===== src/rtl/adder_tpg_gen.sv =====
// Operand-pair pattern generator for adder test: LFSR, ramp, walking-one and
// corner-case modes, delivered over a valid/ready handshake with start/busy/done.
module adder_tpg_gen #(
  parameter int               WIDTH    = 16,
  parameter int               PATTERNS = 100,
  parameter int               SEED     = 1,
  parameter logic [WIDTH-1:0] TAPS     = 16'hE010,
  parameter int               A_STEP   = 511,
  parameter int               B_STEP   = 509
) (
  input  logic             clk,
  input  logic             rst,
  input  logic             start,
  input  logic [1:0]       mode,
  input  logic             ready,
  output logic [WIDTH-1:0] a,
  output logic [WIDTH-1:0] b,
  output logic             valid,
  output logic             busy,
  output logic             done,
  output logic [15:0]      count
);

  typedef enum logic [1:0] {S_IDLE, S_RUN, S_DONE} state_t;

  localparam logic [WIDTH-1:0] SEED_L   = (SEED == 0) ? WIDTH'(1) : WIDTH'(SEED);
  localparam logic [WIDTH-1:0] ONES     = '1;
  localparam logic [WIDTH-1:0] MSB_ONLY = {1'b1, {(WIDTH-1){1'b0}}};
  localparam logic [WIDTH-1:0] A_STEP_L = WIDTH'(A_STEP);
  localparam logic [WIDTH-1:0] B_STEP_L = WIDTH'(B_STEP);
  localparam logic [15:0]      LAST     = 16'(PATTERNS - 1);

  state_t           r_state;
  state_t           w_next_state;
  logic [1:0]       r_mode;
  logic [15:0]      r_i;
  logic [WIDTH-1:0] r_lfsr;
  logic [WIDTH-1:0] r_ramp_a;
  logic [WIDTH-1:0] r_ramp_b;
  logic [WIDTH-1:0] r_walk;
  logic [WIDTH-1:0] r_a;
  logic [WIDTH-1:0] r_b;

  logic             w_load;
  logic             w_advance;
  logic [1:0]       w_mode_n;
  logic [15:0]      w_i_n;
  logic [WIDTH-1:0] w_lfsr_n;
  logic [WIDTH-1:0] w_ramp_a_n;
  logic [WIDTH-1:0] w_ramp_b_n;
  logic [WIDTH-1:0] w_walk_n;
  logic [WIDTH-1:0] w_lfsr_rev;
  logic [WIDTH-1:0] w_pat_a;
  logic [WIDTH-1:0] w_pat_b;

  always_ff @(posedge clk or negedge rst) begin
    if (!rst) r_state <= S_IDLE;
    else      r_state <= w_next_state;
  end

  // NOTE: every signal driven here gets a default first, so no path leaves one unassigned (no latch).
  always_comb begin
    w_next_state = r_state;
    w_load       = 1'b0;
    w_advance    = 1'b0;
    case (r_state)
      S_IDLE: if (start) begin
        w_load       = 1'b1;
        w_next_state = S_RUN;
      end
      S_RUN: if (ready) begin
        if (r_i == LAST) w_next_state = S_DONE;
        else             w_advance    = 1'b1;
      end
      S_DONE:  w_next_state = S_IDLE;
      default: w_next_state = S_IDLE;
    endcase
  end

  // Next-pattern state: either the run's initial values or one step on from the current ones.
  assign w_mode_n   = w_load ? mode     : r_mode;
  assign w_i_n      = w_load ? 16'd0    : r_i + 16'd1;
  assign w_lfsr_n   = w_load ? SEED_L   : {r_lfsr[WIDTH-2:0], ^(r_lfsr & TAPS)};
  assign w_ramp_a_n = w_load ? ONES     : r_ramp_a - A_STEP_L;
  assign w_ramp_b_n = w_load ? WIDTH'(1) : r_ramp_b + B_STEP_L;
  assign w_walk_n   = w_load ? WIDTH'(1) : {r_walk[WIDTH-2:0], r_walk[WIDTH-1]};

  always_comb begin
    w_lfsr_rev = '0;
    for (int n = 0; n < WIDTH; n++) w_lfsr_rev[n] = w_lfsr_n[WIDTH-1-n];
  end

  always_comb begin
    w_pat_a = '0;
    w_pat_b = '0;
    case (w_mode_n)
      2'd0: begin
        w_pat_a = w_ramp_a_n ^ w_lfsr_n;
        w_pat_b = w_ramp_b_n ^ w_lfsr_n;
      end
      2'd1: begin
        w_pat_a = w_lfsr_n;
        w_pat_b = w_lfsr_rev;
      end
      2'd2: begin
        w_pat_a = w_walk_n;
        w_pat_b = ~w_walk_n;
      end
      default: begin
        case (w_i_n[1:0])
          2'd0:    begin w_pat_a = '0;       w_pat_b = '0;        end
          2'd1:    begin w_pat_a = ONES;     w_pat_b = WIDTH'(1); end
          2'd2:    begin w_pat_a = ONES;     w_pat_b = ONES;      end
          default: begin w_pat_a = MSB_ONLY; w_pat_b = MSB_ONLY;  end
        endcase
      end
    endcase
  end

  // Walking-one uses a rotating register so i mod WIDTH never needs a divider.
  always_ff @(posedge clk or negedge rst) begin
    if (!rst) begin
      r_mode   <= 2'd0;
      r_i      <= 16'd0;
      r_lfsr   <= SEED_L;
      r_ramp_a <= '0;
      r_ramp_b <= '0;
      r_walk   <= '0;
      r_a      <= '0;
      r_b      <= '0;
    end else if (w_load || w_advance) begin
      r_mode   <= w_mode_n;
      r_i      <= w_i_n;
      r_lfsr   <= w_lfsr_n;
      r_ramp_a <= w_ramp_a_n;
      r_ramp_b <= w_ramp_b_n;
      r_walk   <= w_walk_n;
      r_a      <= w_pat_a;
      r_b      <= w_pat_b;
    end
  end

  assign a     = r_a;
  assign b     = r_b;
  assign valid = (r_state == S_RUN);
  assign busy  = (r_state == S_RUN);
  assign done  = (r_state == S_DONE);
  assign count = r_i;

endmodule

===== config.mk =====
export PLATFORM = sky130hd
export DESIGN_NAME = adder_tpg_gen
export DESIGN_NICKNAME = d
export VERILOG_FILES = /design/src/rtl/adder_tpg_gen.sv
export SDC_FILE = /design/constraint.sdc
export NUM_CORES = 1
export LEC_CHECK = 0
export ABC_CLOCK_PERIOD_IN_PS = 5400
export CORE_MARGIN = 2
export CORE_UTILIZATION = 45
export DETAILED_ROUTE_END_ITERATION = 8
export PLACE_DENSITY_LB_ADDON = 0.05
export RECOVER_POWER = 25
export SETUP_SLACK_MARGIN = 0.2
export SYNTH_ARGS = -nofsm -noshare
export SYNTH_HDL_FRONTEND = slang
export SYNTH_SLANG_ARGS = --single-unit

===== constraint.sdc =====
create_clock -name clk -period 5.4 [get_ports clk]
set_input_delay 0.81 -clock clk [delete_from_list [all_inputs] [get_ports clk]]
set_output_delay 0.81 -clock clk [all_outputs]
set_load 0.05 [all_outputs]

==> flow_metrics.py <==
metrics = {
    "logic_synthesis": {
        "number_of_enable_flip_flop_cells_after_synthesis": 0,
        "postSynth.asyncResetShare_pct": 100,
        "synth.lib_cells_used.distinct": 60,
        "mean_area_per_synthesized_cell_um2": 8.62,
        "yosysWarnings": 0,
        "postSynthNetCount": 793,
        "ys_seq_area_share_pct": 43.1,
        "post_synthesis_instance_area_um2": 6740,
        "yosys_register_bits": 116,
        "primary_flip_flop_cell_chosen_by_synthesis_mapping": "dfrtp_1",
        "synth_cells": 781,
    },
    "critical_path": {
        "timing.critical_path.arrival_ps": 3670,
        "crit_path_max_fanout": 13,
        "reg2reg_depth": 6,
        "reg2reg_setup_slack_ps": 2480,
        "startpoint_of_the_worst_setup_timing_path": "start",
        "regToRegEndpoint": "r_ramp_b[0]$_DFFE_PN0P_",
        "end_kind": "register",
        "timing.critical_path.buf_inv": 1,
        "critical_path.reg2reg.startpoint": "r_state[0]$_DFFE_PN0P_",
        "timing.critical_path.cells": "clkdlybuf4s50_1 -> or3b_2 -> mux2i_1 -> nand2_1 -> o2111ai_1 -> o221a_2",
        "critical_path.slowest_cell": "mux2i_1",
        "largest_delay_share_family_worst_path": "simple AND/OR/NAND/NOR gates",
        "launching_element_type_of_the_critical_path": "input pin",
        "worst_path_largest_cell_delay_ps": 880,
        "required_ps": 5760,
        "criticalPathCategory": "in2reg",
    },
    "min_path": {
        "hold_path_startpoint": "b[4]$_DFFE_PN0P_",
        "worstHoldPathCells": 2,
        "min-delay-path-class": "reg2reg",
        "min_delay_worst_endpoint": "b[4]$_DFFE_PN0P_",
    },
    "pwr": {
        "power.share.switching_pct": 45.0,
        "cellLeakagePower_nw": 3.14,
        "power-per-cell-area_nw_per_um2": 633,
        "power.sequential.fraction_pct": 31.1,
        "p_comb_share_pct": 45.9,
        "vdd.ir_drop.worst_uv": 339,
        "power_mw": 5.04,
        "internal_power_mw": 2.78,
        "netSwitchingPower_mw": 2.27,
        "share_clk_of_total_power_pct": 23.0,
    },
    "clock_tree": {
        "tritoncts": "built",
        "post_cts.repair.setup_buffers": 0,
        "worst_skew_pair.late_latency_ps": 420,
        "numClockSinks": 116,
        "clkTransAtPathRegs_ps": 50,
        "cts-resized-gates": 0,
        "cts_buffer_depth": 2,
        "cts-htree-levels": 4,
        "cts_hold_buf": 0,
        "cts_root_buffer": "clkbuf_16",
        "cts-buffers-inserted": 17,
    },
    "global_routing": {
        "grt.overflow.total": 0,
        "grt_usage_pct": 28.1,
        "grt_start_max_net_pins": 71,
        "grt_first_pass_wirelength_um": 34200,
        "number_of_global_route_vias_before_repair": 5788,
        "grt_antenna_before_repair": 0,
    },
    "timing": {
        "finalCritPeriodShare_pct": 61.3,
        "crit_path_time_final_ps": 3310,
        "finalClockSkew_ps": 8.50,
        "worstMarginPinSlew_ps": 2550,
        "report.final.setup_viol": 0,
        "timing.max_slew.rel_slack_pct": -69.7,
        "slew_violations": 48,
        "timing.setup.tns_ps": 0,
        "clock.fmax_ghz": 0.302,
        "rsz0062_at_grt": "no",
        "worst_slack_ps": 2090,
        "timing.final.hold_violations": 0,
    },
    "final_layout": {
        "fin_nets": 815,
        "finish.utilization_pct": 54.6,
        "layout-area-overhead-vs-synth_pct": 18.3,
        "drive_above_1_share_pct": 6.62,
        "layout_commonest_cell": "nand2_1",
        "layout.cells.most_common_list": "131 x nand2_1, 115 x dfrtp_1, 64 x a21oi_1, 55 x xnor2_1, 55 x clkdlybuf4s50_1",
        "ant_cells": 0,
    },
    "floorplanning": {
        "fp.dieArea_um2": 16000,
        "std_cell_rows": 44,
        "chipHeight_um": 126,
        "initial_utilization_pct": 46.2,
        "io_pins": 57,
        "floorplan.core_area_um2": 14600,
        "die_width_um": 126,
    },
    "detailed_routing": {
        "antenna_left": 0,
        "dr.pass1.iters": 6,
        "detail_route.vias_per_cell": 6.04,
        "route.final.wire_length_um": 21700,
        "via_count": 6040,
        "post_drt_wl_per_cell_um": 21.7,
        "dr.first_iter.drc_count": 616,
        "drc": 0,
    },
    "run": {
        "timing.max_cap.violations": 1,
    },
    "status": {
        "status": "complete, but fails checks",
        "violations_in_the_final_reports": "max-capacitance violations, max-slew violations",
    },
    "placed_design": {
        "detailed_place_hpwl_um": 15400,
        "routabilityCongestion": 0.930,
        "buffer_ports.inserted": 56,
        "pre_cts_slack_ps": 1760,
    },
}
[stage by stage]
step | std cells | hold WS, ps | instance area (µm²)
CTS | 1000 | 407 | 7970
floorplan | 781 | 490 | 6740
finish | 1000 | 483 | 7970
global route | 1000 | 517 | 7970
detailed placement | 968 | 478 | 7370
global placement | 968 | 471 | 7370
[cell usage after synthesis, drive strengths merged (11+ instances only)]
master	n	area share, %
nand2	131	7.3
o21ai	36	2.7
xor2	33	4.3
nand4	13	1.2
nor2	53	3.0
a21oi	64	4.8
inv	14	0.78
dfrtp	115	43
clkbuf	54	3.0
buf	12	0.89
nand3	21	1.6
nor3	17	1.3
or3	11	1.1
xnor2	55	7.2
[final cells by class]
| class | instances | area [µm²] |
|---|---|---|
| Clock buffer | 22 | 474 |
| Clock inverter | 10 | 129 |
| Fill cell | 1356 | 6620 |
| Inverter | 14 | 52.6 |
| Multi-Input combinational cell | 585 | 3530 |
| Sequential cell | 116 | 2900 |
| Tap cell | 184 | 230 |
| Timing Repair Buffer | 69 | 652 |
[registers in the layout (all words and copies together), names as in the netlist]
name      flops
r_ramp_a     16
r_mode        2
r_lfsr       16
count        16
b            16
r_walk       16
r_ramp_b     16
a            16
r_state       2
[how the worst max path moves through the flow]
stage | depth (start not counted) | end | slack, ps
finish | 6 | b[0]$_DFFE_PN0P_ | 2090
global route | 2 | r_ramp_b[15]$_DFFE_PN0P_ | 1620
CTS | 6 | b[0]$_DFFE_PN0P_ | 2200
detailed placement | 6 | b[0]$_DFFE_PN0P_ | 1760
global placement | 6 | b[0]$_DFFE_PN0P_ | 1790
floorplan | 11 | a[5]$_DFFE_PN0P_ | 1970
[power groups by stage]
| stage | combinational, mW | clock (mW) | sequential, mW |
|---|---|---|---|
| 2_1_floorplan | 1.22 | 0 | 1.85 |
| 3_3_place_gp | 2.28 | 0 | 1.56 |
| 3_5_place_dp | 2.29 | 0 | 1.57 |
| 4_1_cts | 2.30 | 1.17 | 1.56 |
| 5_1_grt | 2.48 | 1.22 | 1.61 |
| 6_report | 2.31 | 1.16 | 1.57 |
[cell families after synthesis]
kind of cell / Yosys count / share of synthesized area [%]
muxes: 4 / 0.594
buffers and inverters: 80 / 4.70
xor gates and xnor gates: 88 / 11.4
adders and majority gates: 6 / 1.11
DFF: 116 / 43.1
AOI/OAI and AO/OA: 189 / 18.1
and+or+nand+nor: 298 / 20.9
[per-layer routing]
metal  vias to the layer above  routed length, µm  GRT usage [%]
met5                         -                  0              0
met1                      2956               9820           40.3
met3                        36               1500           6.16
met2                       246               9920           42.4
met4                         0                505           9.57
li1                       2802                  -              -
[worst register-to-register path: cells and delay by family, from the launching register on]
kind          cells  cell delay (ps)
buf+inv           1              470
simple gates      4             1670
xor+xnor          1              170
flops             1              470
(Power assumes the default switching activity.)
==> patch: new RTL, same settings <==
Register the input `mode` before use, cleared by the reset. The logic sees it one clock later. The other inputs are not delayed to match.
--- a/src/rtl/adder_tpg_gen.sv
+++ b/src/rtl/adder_tpg_gen.sv
@@ -31,2 +31,12 @@
   localparam logic [15:0]      LAST     = 16'(PATTERNS - 1);
+
+  logic [1:0] mode_q;
+
+  always_ff @(posedge clk or negedge rst) begin
+    if (!rst) begin
+      mode_q <= '0;
+    end else begin
+      mode_q <= mode;
+    end
+  end
 
@@ -80,3 +90,3 @@
   // Next-pattern state: either the run's initial values or one step on from the current ones.
-  assign w_mode_n   = w_load ? mode     : r_mode;
+  assign w_mode_n   = w_load ? mode_q   : r_mode;
   assign w_i_n      = w_load ? 16'd0    : r_i + 16'd1;
Function: changed (Yosys sat finds a counterexample within 4 cycles, from zero or initial values and one cycle with rst low).
==> patch against the original RTL <==
  * Synthesized area is 4.5% higher
  * Via count is 3.1% higher
  * Setup slack better by 0.022 ns
  * Total power is 3.8% higher
  * Cell area is 4.1% higher
  * Routed wire length is 2.1% higher
  * Clock skew is 0.0017 ns lower
  * Cell count is 3.8% higher
  * Sequential share of layout area is 0.83 points lower
  * Sequential cell count is 2 higher
  * Combinational power is 3% higher
  * Clock power is 5% higher
  * Highest routed layer unchanged
==> patch: results (changes against the original RTL) <==
[critical_path]
endpoint = a[13]
worstPathMaxFanout = 23  ; +10
critPathLaunch = start
rr_worst_depth = 7  ; +1
cp.arrival_ns = 3.55  ; -0.12 ns
r2r_end = b[0]
critPathSlowestCell = or3b_1
ff2ff_setup_slack_ns = 2.39  ; -0.09 ns
cp_slowest_stage_delay_ns = 0.74  ; -0.14 ns
reg2reg_from = r_state[1]

[detailed_routing]
firstDrtPassIters = 5  ; -1
wl_um = 22200  ; +2.1%
drt_iter0_drc = 622  ; +0.97%
viasPerCell = 6.00  ; -0.63%

[sta]
worst_slew_pin_slew_ns = 1.13  ; -1.41 ns
fin_skew_ns = 0.00677  ; -0.00173 ns
slew_violations = 0  ; -100%
fin_hold_ws_ns = 0.487  ; +0.00383 ns
tns_ns = 0  ; unchanged

[synthesis]
synthTopCellsByCount = 127 x nand2_1, 117 x dfrtp_1, 63 x xnor2_1
syn_avg_cell_area_um2 = 8.94  ; +3.7%
ys_types = 76  ; +27%
yosys-top-cells-area = dfrtp_1 42%, xnor2_1 7.8%, nand2_1 6.8%
synth_nets = 799  ; +0.76%
seq_area_frac_synth = 0.420  ; -0.0115

[min_path]
worstHoldPathCells = 1  ; -1
holdPathEnd = a[3]
min-delay-start = a[3]

[cells_and_area]
fillers = 1434  ; +5.8%
antenna_cells = 0  ; unchanged
drive_above_1_share = 0.0859  ; +0.0197
final_cells = 1038  ; +3.8%
nets = 826  ; +1.3%

[global_routing]
grt_pass1_wl_um = 34800  ; +1.6%
grt_max_degree = 73  ; +2.8%
antenna_found_initial = 0  ; unchanged
globalRouteTotalUtil = 0.277  ; -0.00415
grt_pass1_vias = 5963  ; +3.0%

[clock_tree]
clk_path_buf_depth = 2  ; unchanged
cts_max_level = 4  ; unchanged
worstSkewPairLatency_ns = 0.42  ; about the same
cts-resized-gates = 0  ; unchanged

[outcome]
outcome = finished, final reports clean

[place]
hpwl_um = 15100  ; -2.1%
finalWeightedCongestion = 0.893  ; -4.0%

[power]
peakVddDrop_mv = 0.364  ; +7.4%
p_leak_nw = 3.27  ; +4.2%

patch: changes by cell type after synthesis, moves of 5 or more:
cell      before  now
a21oi_1       64   59
buf_2          3   33
clkbuf_1      53   17
nand3_1       21   32
xnor2_1       55   63
buf_4          1    6
a22o_1         5   11
o21ai_0       35   17
or4_1          7    0
o21ai_1        1    7
patch: routing by layer:
| layer | part of all wire | global-route usage | vias to the layer above |
|---|---|---|---|
| met2 | 0.45 | 0.418 | 248 |
| met3 | 0.068 | 0.0595 | 47 |
| li1 | - | - | 2838 |
| met4 | 0.028 | 0.0882 | 0 |
| met1 | 0.45 | 0.400 | 3097 |
| met5 | 0 | 0 | - |
patch: cells by family (layout without fill, tap and decap cells):
family / after synthesis / count (layout) / share of synthesized area
compound gates: 176 / 176 / 0.172
buf+inv: 79 / 119 / 0.0533
flops: 118 / 118 / 0.420
simple gates: 305 / 305 / 0.214
fa+ha+maj: 6 / 6 / 0.0107
mux: 7 / 7 / 0.0105
xor+xnor: 96 / 96 / 0.119
patch: final cells by class:
class / count / area share
inverter: 18 / 0.00815
clock buffer: 17 / 0.0513
clock inverter: 15 / 0.0243
multi-input combinational: 590 / 0.449
sequential: 118 / 0.356
tap: 211 / 0.0318
timing repair buffer: 69 / 0.0791
patch: report_power, final:
part | switching, W | internal (W) | leakage (nW)
clock | 0.000446 | 0.000773 | 0.300
sequential | 0.000463 | 0.00117 | 1.48
combinational | 0.00146 | 0.000921 | 1.50
total | 0.00237 | 0.00287 | 3.27
patch: per-stage QoR:
stage	setup WS, ns	instance area (um^2)
3_3_place_gp	1.73	7670
4_1_cts	2.13	8290
3_5_place_dp	1.69	7670
5_1_grt	1.99	8290
2_1_floorplan	2.49	7040
6_report	2.11	8290
